==> src/rtl/pipe_hazard_pkg.sv <==
// ============================================================================
// Module      : pipe_hazard_pkg
// Description : Shared types and helpers for the pipeline hazard controller.
// Revision    : 1.0 - initial release
// ============================================================================
`default_nettype none

package pipe_hazard_pkg;

    localparam int REG_ADDR_W = 5;

    typedef enum logic [1:0] {
        INIT     = 2'd0,
        RUN      = 2'd1,
        MEM_WAIT = 2'd2
    } state_e;

    // Counters hold at all-ones instead of wrapping back to zero.
    function automatic logic [31:0] sat_inc(input logic [31:0] v);
        return (&v) ? v : v + 32'd1;
    endfunction

endpackage

`default_nettype wire

==> src/rtl/ld_use_check.sv <==
// ============================================================================
// Module      : ld_use_check
// Description : Combinational load-use hazard detect between EX load and ID.
// Revision    : 1.0 - initial release
// ============================================================================
`default_nettype none

module ld_use_check
    import pipe_hazard_pkg::*;
(
    input  logic [REG_ADDR_W-1:0] i_id_rs1,
    input  logic [REG_ADDR_W-1:0] i_id_rs2,
    input  logic [REG_ADDR_W-1:0] i_ex_rd,
    input  logic                  i_ex_load,
    output logic                  o_hazard
);

    // x0 is hard-wired zero, so a load targeting it never creates a dependency.
    assign o_hazard = i_ex_load && (i_ex_rd != '0) &&
                      ((i_ex_rd == i_id_rs1) || (i_ex_rd == i_id_rs2));

endmodule

`default_nettype wire

==> src/rtl/pipe_hazard_ctrl.sv <==
// ============================================================================
// Module      : pipe_hazard_ctrl
// Description : Pipeline stall/flush controller with memory-wait timeout.
//               Define PIPE_HAZARD_CTRL_PERF_EN to build the perf counters.
// Revision    : 1.0 - initial release
// ============================================================================
`default_nettype none

module pipe_hazard_ctrl
    import pipe_hazard_pkg::*;
#(
    parameter int MEM_TIMEOUT = 16
)(
    input  logic                  clk,
    input  logic                  rst_n,
    input  logic [REG_ADDR_W-1:0] id_rs1,
    input  logic [REG_ADDR_W-1:0] id_rs2,
    input  logic [REG_ADDR_W-1:0] ex_rd,
    input  logic                  ex_result_src,
    input  logic                  ex_pc_src,
    input  logic                  dmem_req,
    input  logic                  dmem_ready,
    output logic                  stall_if,
    output logic                  stall_id,
    output logic                  stall_ex,
    output logic                  stall_mem,
    output logic                  flush_id,
    output logic                  flush_ex,
    output logic                  flush_wb,
    output logic                  mem_timeout,
    output logic [31:0]           cnt_load_stall,
    output logic [31:0]           cnt_mem_stall,
    output logic [31:0]           cnt_flush
);

    localparam int              CNT_W       = $clog2(MEM_TIMEOUT + 1);
    localparam logic [CNT_W-1:0] C_WAIT_LAST = CNT_W'(MEM_TIMEOUT - 1);

    state_e           r_state;
    state_e           w_state_nxt;
    logic [CNT_W-1:0] r_wait_cnt;
    logic [CNT_W-1:0] w_wait_cnt_nxt;

    logic w_hazard;
    logic w_init;
    logic w_mem_stall;
    logic w_pipe_rules;
    logic w_tmo;
    logic w_branch;
    logic w_ld_stall;

    ld_use_check u_ld_use (
        .i_id_rs1  (id_rs1),
        .i_id_rs2  (id_rs2),
        .i_ex_rd   (ex_rd),
        .i_ex_load (ex_result_src),
        .o_hazard  (w_hazard)
    );

    always_ff @(posedge clk or negedge rst_n) begin
        if (!rst_n) begin
            r_state    <= INIT;
            r_wait_cnt <= '0;
        end else begin
            r_state    <= w_state_nxt;
            r_wait_cnt <= w_wait_cnt_nxt;
        end
    end

    always_comb begin
        w_state_nxt    = r_state;
        w_wait_cnt_nxt = r_wait_cnt;
        w_init         = 1'b0;
        w_mem_stall    = 1'b0;
        w_pipe_rules   = 1'b0;
        w_tmo          = 1'b0;
        case (r_state)
            INIT: begin
                w_init      = 1'b1;
                w_state_nxt = RUN;
            end
            RUN: begin
                if (dmem_req && !dmem_ready) begin
                    w_mem_stall    = 1'b1;
                    w_wait_cnt_nxt = '0;
                    w_state_nxt    = MEM_WAIT;
                end else begin
                    w_pipe_rules = 1'b1;
                end
            end
            MEM_WAIT: begin
                // Ready is checked first so a late completion beats the timeout.
                if (dmem_ready) begin
                    w_pipe_rules = 1'b1;
                    w_state_nxt  = RUN;
                end else if (r_wait_cnt == C_WAIT_LAST) begin
                    w_tmo       = 1'b1;
                    w_state_nxt = RUN;
                end else begin
                    w_mem_stall    = 1'b1;
                    w_wait_cnt_nxt = r_wait_cnt + CNT_W'(1);
                end
            end
            default: begin
                w_state_nxt = INIT;
            end
        endcase
    end

    assign w_branch   = w_pipe_rules && ex_pc_src;
    assign w_ld_stall = w_pipe_rules && !ex_pc_src && w_hazard;

    // State sits at INIT during reset; gating keeps every control low meanwhile.
    assign stall_if    = rst_n && (w_mem_stall || w_ld_stall);
    assign stall_id    = rst_n && (w_mem_stall || w_ld_stall);
    assign stall_ex    = rst_n && w_mem_stall;
    assign stall_mem   = rst_n && w_mem_stall;
    assign flush_id    = rst_n && (w_init || w_branch);
    assign flush_ex    = rst_n && (w_init || w_branch || w_ld_stall);
    assign flush_wb    = rst_n && (w_init || w_mem_stall || w_tmo);
    assign mem_timeout = rst_n && w_tmo;

`ifdef PIPE_HAZARD_CTRL_PERF_EN
    logic [31:0] r_cnt_load_stall;
    logic [31:0] r_cnt_mem_stall;
    logic [31:0] r_cnt_flush;

    always_ff @(posedge clk or negedge rst_n) begin
        if (!rst_n) begin
            r_cnt_load_stall <= '0;
            r_cnt_mem_stall  <= '0;
            r_cnt_flush      <= '0;
        end else begin
            if (w_ld_stall)  r_cnt_load_stall <= sat_inc(r_cnt_load_stall);
            if (w_mem_stall) r_cnt_mem_stall  <= sat_inc(r_cnt_mem_stall);
            if (w_branch)    r_cnt_flush      <= sat_inc(r_cnt_flush);
        end
    end

    assign cnt_load_stall = r_cnt_load_stall;
    assign cnt_mem_stall  = r_cnt_mem_stall;
    assign cnt_flush      = r_cnt_flush;
`else
    assign cnt_load_stall = '0;
    assign cnt_mem_stall  = '0;
    assign cnt_flush      = '0;
`endif

endmodule

`default_nettype wire

==> config.mk <==
export PLATFORM = sky130hd
export DESIGN_NAME = pipe_hazard_ctrl
export DESIGN_NICKNAME = d
export VERILOG_FILES = /design/src/rtl/pipe_hazard_pkg.sv /design/src/rtl/ld_use_check.sv /design/src/rtl/pipe_hazard_ctrl.sv
export SDC_FILE = /design/constraint.sdc
export NUM_CORES = 1
export LEC_CHECK = 0
export ABC_AREA = 1
export CAP_MARGIN = 40
export CORE_MARGIN = 4
export CORE_UTILIZATION = 33
export CTS_BUF_LIST = sky130_fd_sc_hd__clkbuf_16
export CTS_CLUSTER_SIZE = 8
export DETAILED_ROUTE_END_ITERATION = 10
export GPL_ROUTABILITY_DRIVEN = 0
export GPL_TIMING_DRIVEN = 0
export PLACE_DENSITY = 0.83
export SKIP_CTS_REPAIR_TIMING = 1
export SYNTH_ARGS = -nofsm -noshare
export SYNTH_HDL_FRONTEND = slang
export SYNTH_SLANG_ARGS = --single-unit
==> constraint.sdc <==
create_clock -name clk -period 2.41 [get_ports clk]
set_clock_uncertainty 0.1 [all_clocks]
set_input_delay 0.482 -clock clk [delete_from_list [all_inputs] [get_ports clk]]
set_output_delay 0.482 -clock clk [all_outputs]
set_load 0.02 [all_outputs]
==> results.toml <==
[run_status]
outcome = "complete, but fails checks"
violations = "negative setup slack"

[synthesis]
avgSynthCellArea_um2 = 6.806
yosys_warnings = 0
seq_area_frac_synth_pct = 11.91
synthCells = 216
ys_ff_latch = 7
synth_area_um2 = 1470
synth.distinct_cells = 23

[worst_setup_path]
reg2reg_to = "r_state[1]$_DFFE_PN0P_"
reg2reg_slack_ns = 0.42
startpoint_type = "flop"
crit_required_ns = 1.83
reg2reg_from = "r_wait_cnt[0]$_DFFE_PN0P_"
end_kind = "output port"
ff2ff_path_depth = 9
crit_fanout = 4
worstPathArrival_ns = 1.91
setup.worst_path.class = "flop to output port"

[routing]
met3WireLength_um = 325
ant_nets = 0
dr.pass1.iters = 4
vias = 1352
post-route-drc-count = 0
drt_iter0_drc = 94
wl_um = 3487
routed.top_layer = "met4"
vias_per_cell = 3.380
wl_per_cell_um = 8.718
routedLengthMet1_um = 1093
wl_met2_um = 2010

[floorplan]
dieArea_um2 = 5587
num_io_pins = 125
die_w_um = 74.75
initial_core_util_pct = 34.00
row_count = 24
core-area_um2 = 4324
die_h_um = 74.75

[pwr]
cellPowerDensity_nw_per_um2 = 552.2
power_leakage_nw = 1.504
p_sw_mw = 0.5652
p_seq_share_pct = 14.2
p_int_mw = 0.7061
ir_worst_vdd_mv = 0.3040
clockPowerShare_pct = 22.4
p_sw_share_pct = 44.46
p_comb_share_pct = 63.3

[sta]
setup_viol = 3
rsz0062_at_grt = "true"
timing.fmax_mhz = 402.0
fin_crit_ns = 2.488
tns_ns = -0.1688
finalHoldViolCount = 0
finalCritPeriodShare_pct = 103.2
layout_setup_ws_ns = -0.07780
slew_violations = 0

[grt]
grt_pass1_wl_um = 4788
grt_max_degree = 11
antenna_found_initial = 0
overflow = 0
track_usage_pct = 10.93
grt_pass1_vias = 1188

[clock_tree]
clk_latency_ns = 0.23
htree_levels = 1
cts_tree = "yes"
cts_buffers = 3
cts_sinks = 7
clk_pin_slew_worst_paths_ns = 0.04
cts-root-buf = "clkbuf_16"
clk_path_buf_depth = 2

[final_layout]
fillers = 399
fin_util_pct = 53.24
nets = 376
final_common_cell = "buf_4"
diodes = 0
layout_common_cells = "108 x buf_4, 96 x conb_1, 35 x nand2_1"
drive_gt1_share_pct = 38.22
syn_to_final_growth_pct = 56.60

[worst_hold_path]
hp-class = "input port to async pin"

[job]
drv_cap = 0

[place]
numPortBuffers = 28
dpl.hpwl_um = 2961
==> state kept, by name (all words and copies together) (netlist names) <==
name and count:
r_state 2, r_wait_cnt 5
==> final cells by class <==
type	instances	area (µm²)	area share (%)
plain buffers	99	747.0	32.45
clock buffers	3	75.07	3.261
clock inverters	1	3.754	0.1630
inverters	20	75.07	3.261
multi-input cells	185	859.6	37.34
flip-flops and latches	7	175.2	7.609
well taps	52	65.06	2.826
repair buffers	33	301.5	13.10
==> metal layers <==
metal	GRT usage, %	up-vias
met4	4.743	0
met5	0	-
met2	23.71	63
li1	-	735
met3	0.8011	5
met1	9.976	549
==> Yosys cell counts (all sizes together) <==
| library cell | number | area share, % |
|---|---|---|
| inv | 20 | 5.1 |
| nand4 | 3 | 1.3 |
| mux2i | 1 | 0.68 |
| buf | 99 | 51 |
| nand2 | 41 | 11 |
| o21ai | 5 | 2.0 |
| o31ai | 1 | 0.51 |
| dfrtp | 7 | 12 |
| a21oi | 2 | 0.68 |
| nand3 | 9 | 3.1 |
| ha | 6 | 5.1 |
| or2 | 1 | 0.43 |
| conb | 1 | 0.26 |
| o22ai | 1 | 0.43 |
| nor2 | 15 | 4.3 |
| xnor2 | 2 | 1.2 |
| nor3b | 1 | 0.51 |
| mux2 | 1 | 0.77 |
==> power groups by stage <==
stage	combinational (mW)	clock [mW]	sequential, mW
final	0.805	0.285	0.181
after global routing	0.872	0.296	0.186
after CTS	0.750	0.285	0.182
after detailed placement	0.742	0	0.183
after global placement	0.721	0	0.182
after floorplan	0.583	0	0.176
==> kinds of logic after synthesis <==
logic type | Yosys count | synth area share [%]
AO/OA/AOI/OAI | 9 | 3.575
XOR/XNOR | 2 | 1.192
adder cells (fa/ha/maj) | 6 | 5.106
buffers and inverters | 119 | 55.92
flip-flops | 7 | 11.92
multiplexers | 2 | 1.447
other | 1 | 0.2551
AND/OR/NAND/NOR | 70 | 20.60
==> stage by stage <==
stage / hold WS, ns / area [µm²] / total power [mW] / std cells / setup slack [ns]
finish: 0.008752 / 2302 / 1.271 / 400 / -0.07780
global route: 0.01926 / 2302 / 1.354 / 400 / -0.1641
CTS: 0.4261 / 2251 / 1.217 / 395 / -0.7914
detailed placement: 0.4214 / 2172 / 0.9247 / 391 / -0.7840
global placement: 0.4236 / 2172 / 0.9032 / 391 / -0.7882
floorplan: 0.08641 / 1827 / 0.7592 / 311 / 0.2714
==> worst max path at each step <==
stage	from	to	cells after the start
3_5_place_dp	rst_n	stall_if	9
6_report	r_wait_cnt[0]$_DFFE_PN0P_	stall_if	11
3_3_place_gp	rst_n	stall_if	9
4_1_cts	rst_n	stall_if	9
5_1_grt	r_wait_cnt[1]$_DFFE_PN0P_	stall_if	11
2_1_floorplan	r_wait_cnt[0]$_DFFE_PN0P_	stall_if	10
==> critical path, cell delays in order, from the launching register on <==
cell and delay (ns):
dfrtp_1 0.41, ha_2 0.21, nand2_2 0.08, nor2_2 0.04, ha_2 0.19, nor2_2 0.13
nand2_1 0.10, nand2_2 0.09, nand3_2 0.09, nand2_2 0.10, buf_4 0.10, buf_4 0.12
(Power assumes the default switching activity.)
